<file path="src/rtl/ram_fifo_ctrl_if.sv">
// ram_fifo_ctrl_if: producer/consumer side of the RAM-backed FIFO controller.
//
// Signals:
//   push, push_data      producer write request and data
//   push_ready           push accepted this cycle when push & push_ready
//   pop                  consumer read request
//   pop_ready            pop accepted this cycle when pop & pop_ready
//   pop_data, pop_valid  registered read data and its one-cycle valid pulse
//   empty, full, afull   occupancy flags
//   count                occupancy, 0..2**ADDR_W
//   busy                 RAM clear sequence in progress
//
// Modports: master = producer/consumer side, slave = FIFO controller.

interface ram_fifo_ctrl_if #(
    parameter int unsigned DATA_W = 32,
    parameter int unsigned ADDR_W = 5
);
    logic              push;
    logic [DATA_W-1:0] push_data;
    logic              push_ready;
    logic              pop;
    logic              pop_ready;
    logic [DATA_W-1:0] pop_data;
    logic              pop_valid;
    logic              empty;
    logic              full;
    logic              afull;
    logic [ADDR_W:0]   count;
    logic              busy;

    modport master (
        output push, push_data, pop,
        input  push_ready, pop_ready, pop_data, pop_valid,
        input  empty, full, afull, count, busy
    );

    modport slave (
        input  push, push_data, pop,
        output push_ready, pop_ready, pop_data, pop_valid,
        output empty, full, afull, count, busy
    );
endinterface

</file>
<file path="src/rtl/ram_fifo_ctrl.sv">
// ram_fifo_ctrl: single-port FIFO controller driving a 2**ADDR_W x DATA_W RAM with a
// combinational read port. At most one RAM access (push write or pop read) per cycle;
// contention between push and pop is resolved by a toggling priority bit.
//
// Ports:
//   clk        rising-edge clock
//   reset_n    synchronous active-low reset
//   fifo       ram_fifo_ctrl_if.slave: push/pop handshakes, pop data, status flags
//   m_cen      RAM chip enable
//   m_wen      RAM write enable (1 = write, 0 = read)
//   m_addr     RAM address
//   m_din      RAM write data
//   m_dout     RAM read data (combinational from m_addr)
//
// Optional feature macro RAM_CLEAR_EN: when defined, reset enters an init state that
// writes zero to every RAM address (busy=1, both readies 0), then switches to run.
// When undefined, the controller is in run state straight out of reset and busy is 0.

module ram_fifo_ctrl #(
    parameter int unsigned DATA_W    = 32,
    parameter int unsigned ADDR_W    = 5,
    parameter int unsigned AFULL_LVL = 28
) (
    input  logic              clk,
    input  logic              reset_n,
    ram_fifo_ctrl_if.slave    fifo,
    output logic              m_cen,
    output logic              m_wen,
    output logic [ADDR_W-1:0] m_addr,
    output logic [DATA_W-1:0] m_din,
    input  logic [DATA_W-1:0] m_dout
);

    typedef enum logic [0:0] {StInit, StRun} state_e;

    localparam logic [ADDR_W:0] DepthCnt = {1'b1, {ADDR_W{1'b0}}};

    state_e            state_q, state_d;
    logic [ADDR_W-1:0] wr_ptr_q, wr_ptr_d;
    logic [ADDR_W-1:0] rd_ptr_q, rd_ptr_d;
    logic [ADDR_W:0]   count_q, count_d;
    logic              prio_q, prio_d;     // 0: pop wins contention, 1: push wins
    logic [DATA_W-1:0] pop_data_q, pop_data_d;
    logic              pop_valid_q, pop_valid_d;
`ifdef RAM_CLEAR_EN
    logic [ADDR_W-1:0] clr_addr_q, clr_addr_d;
`endif

    logic run;
    logic is_empty, is_full;
    logic push_req_ok, pop_req_ok;
    logic push_ready, pop_ready;
    logic push_acc, pop_acc;

    // Handshake and arbitration
    always_comb begin
        run         = (state_q == StRun);
        is_empty    = (count_q == '0);
        is_full     = (count_q == DepthCnt);
        push_req_ok = fifo.push & ~is_full;
        pop_req_ok  = fifo.pop & ~is_empty;
        pop_ready   = run & ~is_empty & (~push_req_ok | ~prio_q);
        push_ready  = run & ~is_full & (~pop_req_ok | prio_q);
        push_acc    = fifo.push & push_ready;
        pop_acc     = fifo.pop & pop_ready;
    end

    // Next state
    always_comb begin
        state_d     = state_q;
        wr_ptr_d    = wr_ptr_q;
        rd_ptr_d    = rd_ptr_q;
        count_d     = count_q;
        prio_d      = prio_q;
        pop_data_d  = pop_data_q;
        pop_valid_d = pop_acc;
`ifdef RAM_CLEAR_EN
        clr_addr_d  = clr_addr_q;
        if (state_q == StInit) begin
            clr_addr_d = clr_addr_q + ADDR_W'(1);
            if (clr_addr_q == '1) begin
                state_d = StRun;
            end
        end
`endif
        // Priority only flips when both sides actually contended
        if (run && push_req_ok && pop_req_ok) begin
            prio_d = ~prio_q;
        end
        if (push_acc) begin
            wr_ptr_d = wr_ptr_q + ADDR_W'(1);
            count_d  = count_q + (ADDR_W + 1)'(1);
        end
        if (pop_acc) begin
            rd_ptr_d   = rd_ptr_q + ADDR_W'(1);
            count_d    = count_q - (ADDR_W + 1)'(1);
            pop_data_d = m_dout;
        end
    end

    // RAM drive; push and pop acceptance are mutually exclusive and both 0 during init
    always_comb begin
        m_cen  = 1'b0;
        m_wen  = 1'b0;
        m_addr = '0;
        m_din  = '0;
`ifdef RAM_CLEAR_EN
        if (state_q == StInit) begin
            m_cen  = 1'b1;
            m_wen  = 1'b1;
            m_addr = clr_addr_q;
        end
`endif
        if (push_acc) begin
            m_cen  = 1'b1;
            m_wen  = 1'b1;
            m_addr = wr_ptr_q;
            m_din  = fifo.push_data;
        end
        if (pop_acc) begin
            m_cen  = 1'b1;
            m_wen  = 1'b0;
            m_addr = rd_ptr_q;
        end
    end

    always_ff @(posedge clk) begin
        if (!reset_n) begin
`ifdef RAM_CLEAR_EN
            state_q    <= StInit;
            clr_addr_q <= '0;
`else
            state_q    <= StRun;
`endif
            wr_ptr_q    <= '0;
            rd_ptr_q    <= '0;
            count_q     <= '0;
            prio_q      <= 1'b0;
            pop_data_q  <= '0;
            pop_valid_q <= 1'b0;
        end else begin
`ifdef RAM_CLEAR_EN
            clr_addr_q <= clr_addr_d;
`endif
            state_q     <= state_d;
            wr_ptr_q    <= wr_ptr_d;
            rd_ptr_q    <= rd_ptr_d;
            count_q     <= count_d;
            prio_q      <= prio_d;
            pop_data_q  <= pop_data_d;
            pop_valid_q <= pop_valid_d;
        end
    end

    always_comb begin
        fifo.push_ready = push_ready;
        fifo.pop_ready  = pop_ready;
        fifo.pop_data   = pop_data_q;
        fifo.pop_valid  = pop_valid_q;
        fifo.empty      = is_empty;
        fifo.full       = is_full;
        fifo.afull      = (32'(count_q) >= AFULL_LVL);
        fifo.count      = count_q;
`ifdef RAM_CLEAR_EN
        fifo.busy       = (state_q == StInit);
`else
        fifo.busy       = 1'b0;
`endif
    end

endmodule

</file>
<file path="src/flat_wrapper.sv">
// flat-port wrapper written by rule: the top's interface ports become plain ports
module ram_fifo_ctrl_flat 
#(
    parameter int unsigned DATA_W    = 32,
    parameter int unsigned ADDR_W    = 5,
    parameter int unsigned AFULL_LVL = 28
)
  (clk, reset_n, m_cen, m_wen, m_addr, m_din, m_dout, fifo_push, fifo_push_data, fifo_pop, fifo_push_ready, fifo_pop_ready, fifo_pop_data, fifo_pop_valid, fifo_empty, fifo_full, fifo_afull, fifo_count, fifo_busy);
  ram_fifo_ctrl_if #(.DATA_W(DATA_W), .ADDR_W(ADDR_W)) fifo_i ();
  input  logic clk;
  input  logic reset_n;
  output logic m_cen;
  output logic m_wen;
  output logic [ADDR_W-1:0] m_addr;
  output logic [DATA_W-1:0] m_din;
  input  logic [DATA_W-1:0] m_dout;
  input wire logic [$bits(fifo_i.push)-1:0] fifo_push;
  input wire logic [$bits(fifo_i.push_data)-1:0] fifo_push_data;
  input wire logic [$bits(fifo_i.pop)-1:0] fifo_pop;
  output wire logic [$bits(fifo_i.push_ready)-1:0] fifo_push_ready;
  output wire logic [$bits(fifo_i.pop_ready)-1:0] fifo_pop_ready;
  output wire logic [$bits(fifo_i.pop_data)-1:0] fifo_pop_data;
  output wire logic [$bits(fifo_i.pop_valid)-1:0] fifo_pop_valid;
  output wire logic [$bits(fifo_i.empty)-1:0] fifo_empty;
  output wire logic [$bits(fifo_i.full)-1:0] fifo_full;
  output wire logic [$bits(fifo_i.afull)-1:0] fifo_afull;
  output wire logic [$bits(fifo_i.count)-1:0] fifo_count;
  output wire logic [$bits(fifo_i.busy)-1:0] fifo_busy;
  assign fifo_i.push = fifo_push;
  assign fifo_i.push_data = fifo_push_data;
  assign fifo_i.pop = fifo_pop;
  assign fifo_push_ready = fifo_i.push_ready;
  assign fifo_pop_ready = fifo_i.pop_ready;
  assign fifo_pop_data = fifo_i.pop_data;
  assign fifo_pop_valid = fifo_i.pop_valid;
  assign fifo_empty = fifo_i.empty;
  assign fifo_full = fifo_i.full;
  assign fifo_afull = fifo_i.afull;
  assign fifo_count = fifo_i.count;
  assign fifo_busy = fifo_i.busy;
  ram_fifo_ctrl #(.DATA_W(DATA_W), .ADDR_W(ADDR_W), .AFULL_LVL(AFULL_LVL)) u_core (.clk(clk), .reset_n(reset_n), .fifo(fifo_i), .m_cen(m_cen), .m_wen(m_wen), .m_addr(m_addr), .m_din(m_din), .m_dout(m_dout));
endmodule
</file>
<file path="config.mk">
export PLATFORM = sky130hd
export DESIGN_NAME = ram_fifo_ctrl_flat
export DESIGN_NICKNAME = d
export VERILOG_FILES = /design/src/rtl/ram_fifo_ctrl_if.sv /design/src/rtl/ram_fifo_ctrl.sv /design/src/flat_wrapper.sv
export SDC_FILE = /design/constraint.sdc
export NUM_CORES = 1
export LEC_CHECK = 0
export CORE_UTILIZATION = 39
export CTS_BUF_LIST = sky130_fd_sc_hd__clkbuf_4 sky130_fd_sc_hd__clkbuf_8 sky130_fd_sc_hd__clkbuf_16
export DETAILED_ROUTE_END_ITERATION = 7
export PLACE_DENSITY = 0.95
export REMOVE_ABC_BUFFERS = 1
export SLEW_MARGIN = 5
export SYNTH_ARGS = -nofsm -noshare
export SYNTH_HDL_FRONTEND = slang
export SYNTH_SLANG_ARGS = --single-unit
</file>
<file path="constraint.sdc">
create_clock -name clk -period 5.3 [get_ports clk]
set_clock_uncertainty 0.15 [all_clocks]
set_input_delay 1.06 -clock clk [delete_from_list [all_inputs] [get_ports clk]]
set_output_delay 1.06 -clock clk [all_outputs]
set_load 0.02 [all_outputs]
</file>
After elaboration in Yosys (flattened, before gate mapping)
Index checks and enable logic that the tools add are counted.
W data, S select, Z words.

cells by class
  $add $sub $neg = 4
  magnitude comparators = 1
  equality and inequality tests = 1
  mux-type cells = 8
  bitwise logic cells = 13
  reduce and logical (&&, ||, !) cells = 3

operator list
  operator               number
  $mux W32               1
  $mux W6                2
  $add A5 B1 Y5 const B  2
  $mux W5                2
  $add A6 B1 Y6 const B  1
  $and A1 B1 Y1          6
  $eq A6 B6 Y1 const B   1
  $ge A6 B5 Y1 const B   1
  $logic_not A6 Y1       1
  $sub A6 B1 Y6 const B  1
  $not A1 Y1             5
  $mux W1                3
  $or A1 B1 Y1           2
  $reduce_bool A2 Y1     1
  $logic_and A1 B1 Y1    1

storage, ports and cells
  flip-flop bits (word level) = 50
  output and inout bits = 84
  word-level logic and storage cells = 36

Logic depth before layout (Yosys ltp)
Gate-level depths: netlist (run 1).

  word-level depth = 9
  mapped depth = 11

Worst setup path after synthesis (run 1)
OpenSTA, ideal clock, no wires.

  kind = register -> output
  from = register u_core.count_q[1] (netlist: u_core.fifo.count[1])
  to = output port m_din[22]
  arrival time = 2.059 ns
  data required time = 4.090 ns
  path slack = 2.031 ns
  stages on the path, launching flop included = 7
  path buffers = 2
  path through = dfxtp_1 -> or4_4 -> or3b_4 -> and3_1 -> buf_6 -> buf_2 -> and2_1

on the way
  word-level cells in the longest chain between the ends = 8
  elaborated cells on any way between the ends = 10
  those cells by class = 1 x eq/ne; 1 x mux; 7 x bitwise; 1 x reduce/logical

ends and longest elaborated chain
  item                    RTL line              source
  from (decl)             ram_fifo_ctrl.sv:41   logic [ADDR_W:0] count_q, count_d;
  from (signal assigned)  ram_fifo_ctrl.sv:148  count_q <= count_d;
  $logic_not A6 Y1        ram_fifo_ctrl.sv:58   is_empty = (count_q == '0);
  $not A1 Y1              ram_fifo_ctrl.sv:61   pop_req_ok = fifo.pop & ~is_empty;
  $and A1 B1 Y1           ram_fifo_ctrl.sv:61
  $not A1 Y1              ram_fifo_ctrl.sv:63   push_ready = run & ~is_full & (~pop_req_ok | prio_q);
  $or A1 B1 Y1            ram_fifo_ctrl.sv:63
  $and A1 B1 Y1 (*)       ram_fifo_ctrl.sv:63
  $and A1 B1 Y1 (*)       ram_fifo_ctrl.sv:64   push_acc = fifo.push & push_ready;
  $mux W32 (*)            ram_fifo_ctrl.sv:114  if (push_acc) begin
  to (decl)               flat_wrapper.sv:15    output logic [DATA_W-1:0] m_din;

Every way passes the cells marked *; elsewhere a longest branch is shown, timed or not.

Worst setup path after layout (run 1)
  from = input port fifo_pop
  to = output port m_din[12]

on the way
  word-level cells in the longest chain between the ends = 6

ends and longest elaborated chain
  item           RTL line              source
  from (decl)    flat_wrapper.sv:19    input wire logic [$bits(fifo_i.pop)-1:0] fifo_pop;
  $and A1 B1 Y1  ram_fifo_ctrl.sv:61
  $not A1 Y1     ram_fifo_ctrl.sv:63
  $or A1 B1 Y1   ram_fifo_ctrl.sv:63
  $and A1 B1 Y1  ram_fifo_ctrl.sv:63
  $and A1 B1 Y1  ram_fifo_ctrl.sv:64
  $mux W32       ram_fifo_ctrl.sv:114

No other way between the ends.

==> flow_summary.yaml, run 1 <==
layout:
  diodes: 0
  drive_gt1_share_pct: 3.917
  fillers: 465
  multiInputGateArea_um2: 1235
  final_util_pct: 69.89
  nNetsFinal: 508
  register_area_um2: 1001
  area_delta_synth_final_pct: 68.08
logic_synthesis:
  async_flop_share_pct: 0
  synth_top_area_share_pct: 42.42
  ys_types: 38
  synth_area_leaders: "dfxtp_1 42%, nand2_1 11%, and2_1 9.0%, a21oi_1 7.8%, ha_1 3.2%"
  syn_inst: 292
  avgSynthCellArea_um2: 8.081
  synthFlopType: "dfxtp_1"
  syn_area_um2: 2360
  yosys.area.top_type: "dfxtp_1"
  ys_seq_elements: 50
  ys_warn_count: 0
  synth_commonest_cells: "69 x nand2_1, 50 x dfxtp_1, 37 x a21oi_1"
  synth_most_common_cell: "nand2_1"
  ys_seq_area_share_pct: 42.42
  synth_edf_count: 0
sta:
  hold_viol_final: 0
  min_period_ps: 4572
  grt_setup_unrepaired: "no"
  fmax_mhz: 218.7
  setup_viol_count_final: 0
  period_share_pct: 86.26
  final.setup.tns_ps: 0
  slew_violations: 0
power_and_ir_drop:
  p_sw_share_pct: 41.42
  p_leak_nw: 1.554
  total_power_mw: 1.787
  power_frac_clock_pct: 12.4
  powerDensity_nw_per_um2: 450.6
  p_sw_mw: 0.7401
  irDropWorstVdd_mv: 0.3515
  seq_power_share_pct: 29.6
  p_comb_share_pct: 58.0
  p_int_mw: 1.047
clock_network:
  clk_latency_ps: 300
  cts_setup_buffers: 0
  cts_resized: 0
  clock-sinks: 50
  clkTransAtPathRegs_ps: 90
  cts_tree: "yes"
  clock-root-buffer: "clkbuf_8"
  clk_path_buf_depth: 2
  htreeDepth: 2
  holdBufCountCts: 0
  cts_buffers: 5
routing:
  ant_nets: 0
  wl_per_cell_um: 13.79
  vias_per_cell: 4.725
  routed_wl_um: 6976
  drt_iter0_drc: 91
  vias: 2391
  first_pass_iters: 4
  drc_errors: 0
floorplan:
  die-height_um: 79.79
  dieArea_um2: 6366
  start_util_pct: 41.58
  coreArea_um2: 5675
  io_pins: 152
  fp.dieW_um: 79.79
  row_count: 27
setup_path:
  reg2regPathDepth: 11
  r2r_start: "u_core.fifo.count[1]"
  rrSetupSlack_ps: 1750
  path_max_fanout: 33
  start_kind: "input pin"
  cp.arrival_ps: 3360
  crit_type: "in -> out"
  reg2reg_to: "u_core.fifo.count[5]"
  crit_path_end_kind: "output port"
  cp_data_required_time_ps: 4090
place:
  gp_congestion: 0.7804
  io_buffers: 150
  hpwl_um: 5225
grt:
  grt_pass1_vias: 2269
  grt_first_pass_wirelength_um: 11090
  grt-ovfl-total: 0
  grt.total_usage_pct: 22.30
  antenna_found_initial: 0
  grt_max_degree: 45
run_status:
  status: "finished, final reports clean"
job:
  drv_cap: 0
min_path:
  min_from: "u_core.fifo.pop_data[18]"
  whs_path_depth: 2
  whs_endpoint: "u_core.fifo.pop_data[18]"
  hold_class: "reg -> reg"
[how the worst max path moves through the flow]
stage                            to  depth (start not counted)  slack (ps)                 start
after floorplan           m_addr[0]                          5        1640  u_core.fifo.count[1]
after global placement     m_din[3]                          7         840              fifo_pop
after detailed placement  m_din[12]                          7         730              fifo_pop
after CTS                 m_din[12]                          7         720              fifo_pop
after global routing      m_din[29]                          7         500              fifo_pop
final                     m_din[12]                          7         730              fifo_pop
[routing by layer]
layer / GRT usage (%) / vias to the layer above / share of wire [%]
met3: 4.686 / 10 / 3.7
met1: 27.00 / 1089 / 43
met4: 6.250 / 0 / 1.3
met5: 0 / - / 0
met2: 39.57 / 55 / 52
li1: - / 1237 / -
[layout make-up]
cell class | instances | share of cell area (%)
inverters | 5 | 0.4732
repair buffers | 154 | 38.61
well taps | 72 | 2.271
clock buffers | 6 | 1.924
flip-flops and latches | 50 | 25.24
multi-input cells | 217 | 31.14
clock inverters | 2 | 0.3470
[stage by stage]
stage,cell area [µm²],setup slack (ps),hold slack [ps],std cells
after floorplan,2255,1638,295.6,272
after global placement,3876,836.8,291.5,498
after detailed placement,3876,726.9,295.5,498
after CTS,3966,724.9,308.5,506
after global routing,3966,501.0,325.0,506
final,3966,728.3,308.3,506
[flip-flops by register name (all words and copies together), names as in the netlist]
name and flops:
u_core.prio_q 1, u_core.fifo.pop_valid 1, u_core.fifo.pop_data 32, u_core.fifo.count 6, u_core.wr_ptr_q 5, u_core.rd_ptr_q 5
[placed cells by master, fill, tap and decap left out, types with 2 or more instances in the layout]
| cell type | instances |
|---|---|
| clkdlybuf4s50_1 | 150 |
| nand3_1 | 2 |
| dfxtp_1 | 50 |
| a211oi_1 | 2 |
| xnor2_1 | 5 |
| buf_4 | 4 |
| o21ai_0 | 3 |
| xor2_1 | 5 |
| nand2_1 | 69 |
| ha_1 | 6 |
| inv_1 | 4 |
| nand4_1 | 5 |
| nor2_1 | 14 |
| clkbuf_8 | 5 |
| a21oi_1 | 37 |
| and2_1 | 34 |
| a22o_1 | 5 |
| nor2b_1 | 2 |
| nand2b_1 | 5 |
| mux2i_1 | 7 |
[power by group through the flow]
| stage | clock [mW] | sequential [mW] | combinational, mW |
|---|---|---|---|
| 2_1_floorplan | 0 | 0.607 | 0.503 |
| 3_3_place_gp | 0 | 0.532 | 1.01 |
| 3_5_place_dp | 0 | 0.537 | 1.04 |
| 4_1_cts | 0.229 | 0.528 | 1.04 |
| 5_1_grt | 0.244 | 0.540 | 1.12 |
| 6_report | 0.222 | 0.529 | 1.04 |
[cells by family (layout without fill, tap and decap cells)]
group                    count (synthesis)  count (layout)  synth area share [%]
flip-flops                              50              50                 42.42
buffers and inverters                   25             167                 5.249
other                                    1               1                0.1589
adder cells (fa/ha/maj)                  7               7                 4.030
multiplexers                             7               7                 2.969
XOR/XNOR                                10              10                 3.711
AND/OR/NAND/NOR                        137             137                 27.84
AO/OA/AOI/OAI                           55              55                 13.63
[critical path, stage by stage]
cell	delay, ps
clkdlybuf4s50_1	470
nor2b_1	170
o21ai_0	90
and3_1	440
buf_4	340
and2_1	170
clkdlybuf4s50_1	610
(Power assumes the default switching activity.)
==> run 2: changes to the inputs <==
Settings changed: GPL_ROUTABILITY_DRIVEN set to 0.
==> results of run 2 <==
Same layout as run 1: the final DEF is identical, and so are final timing and power.
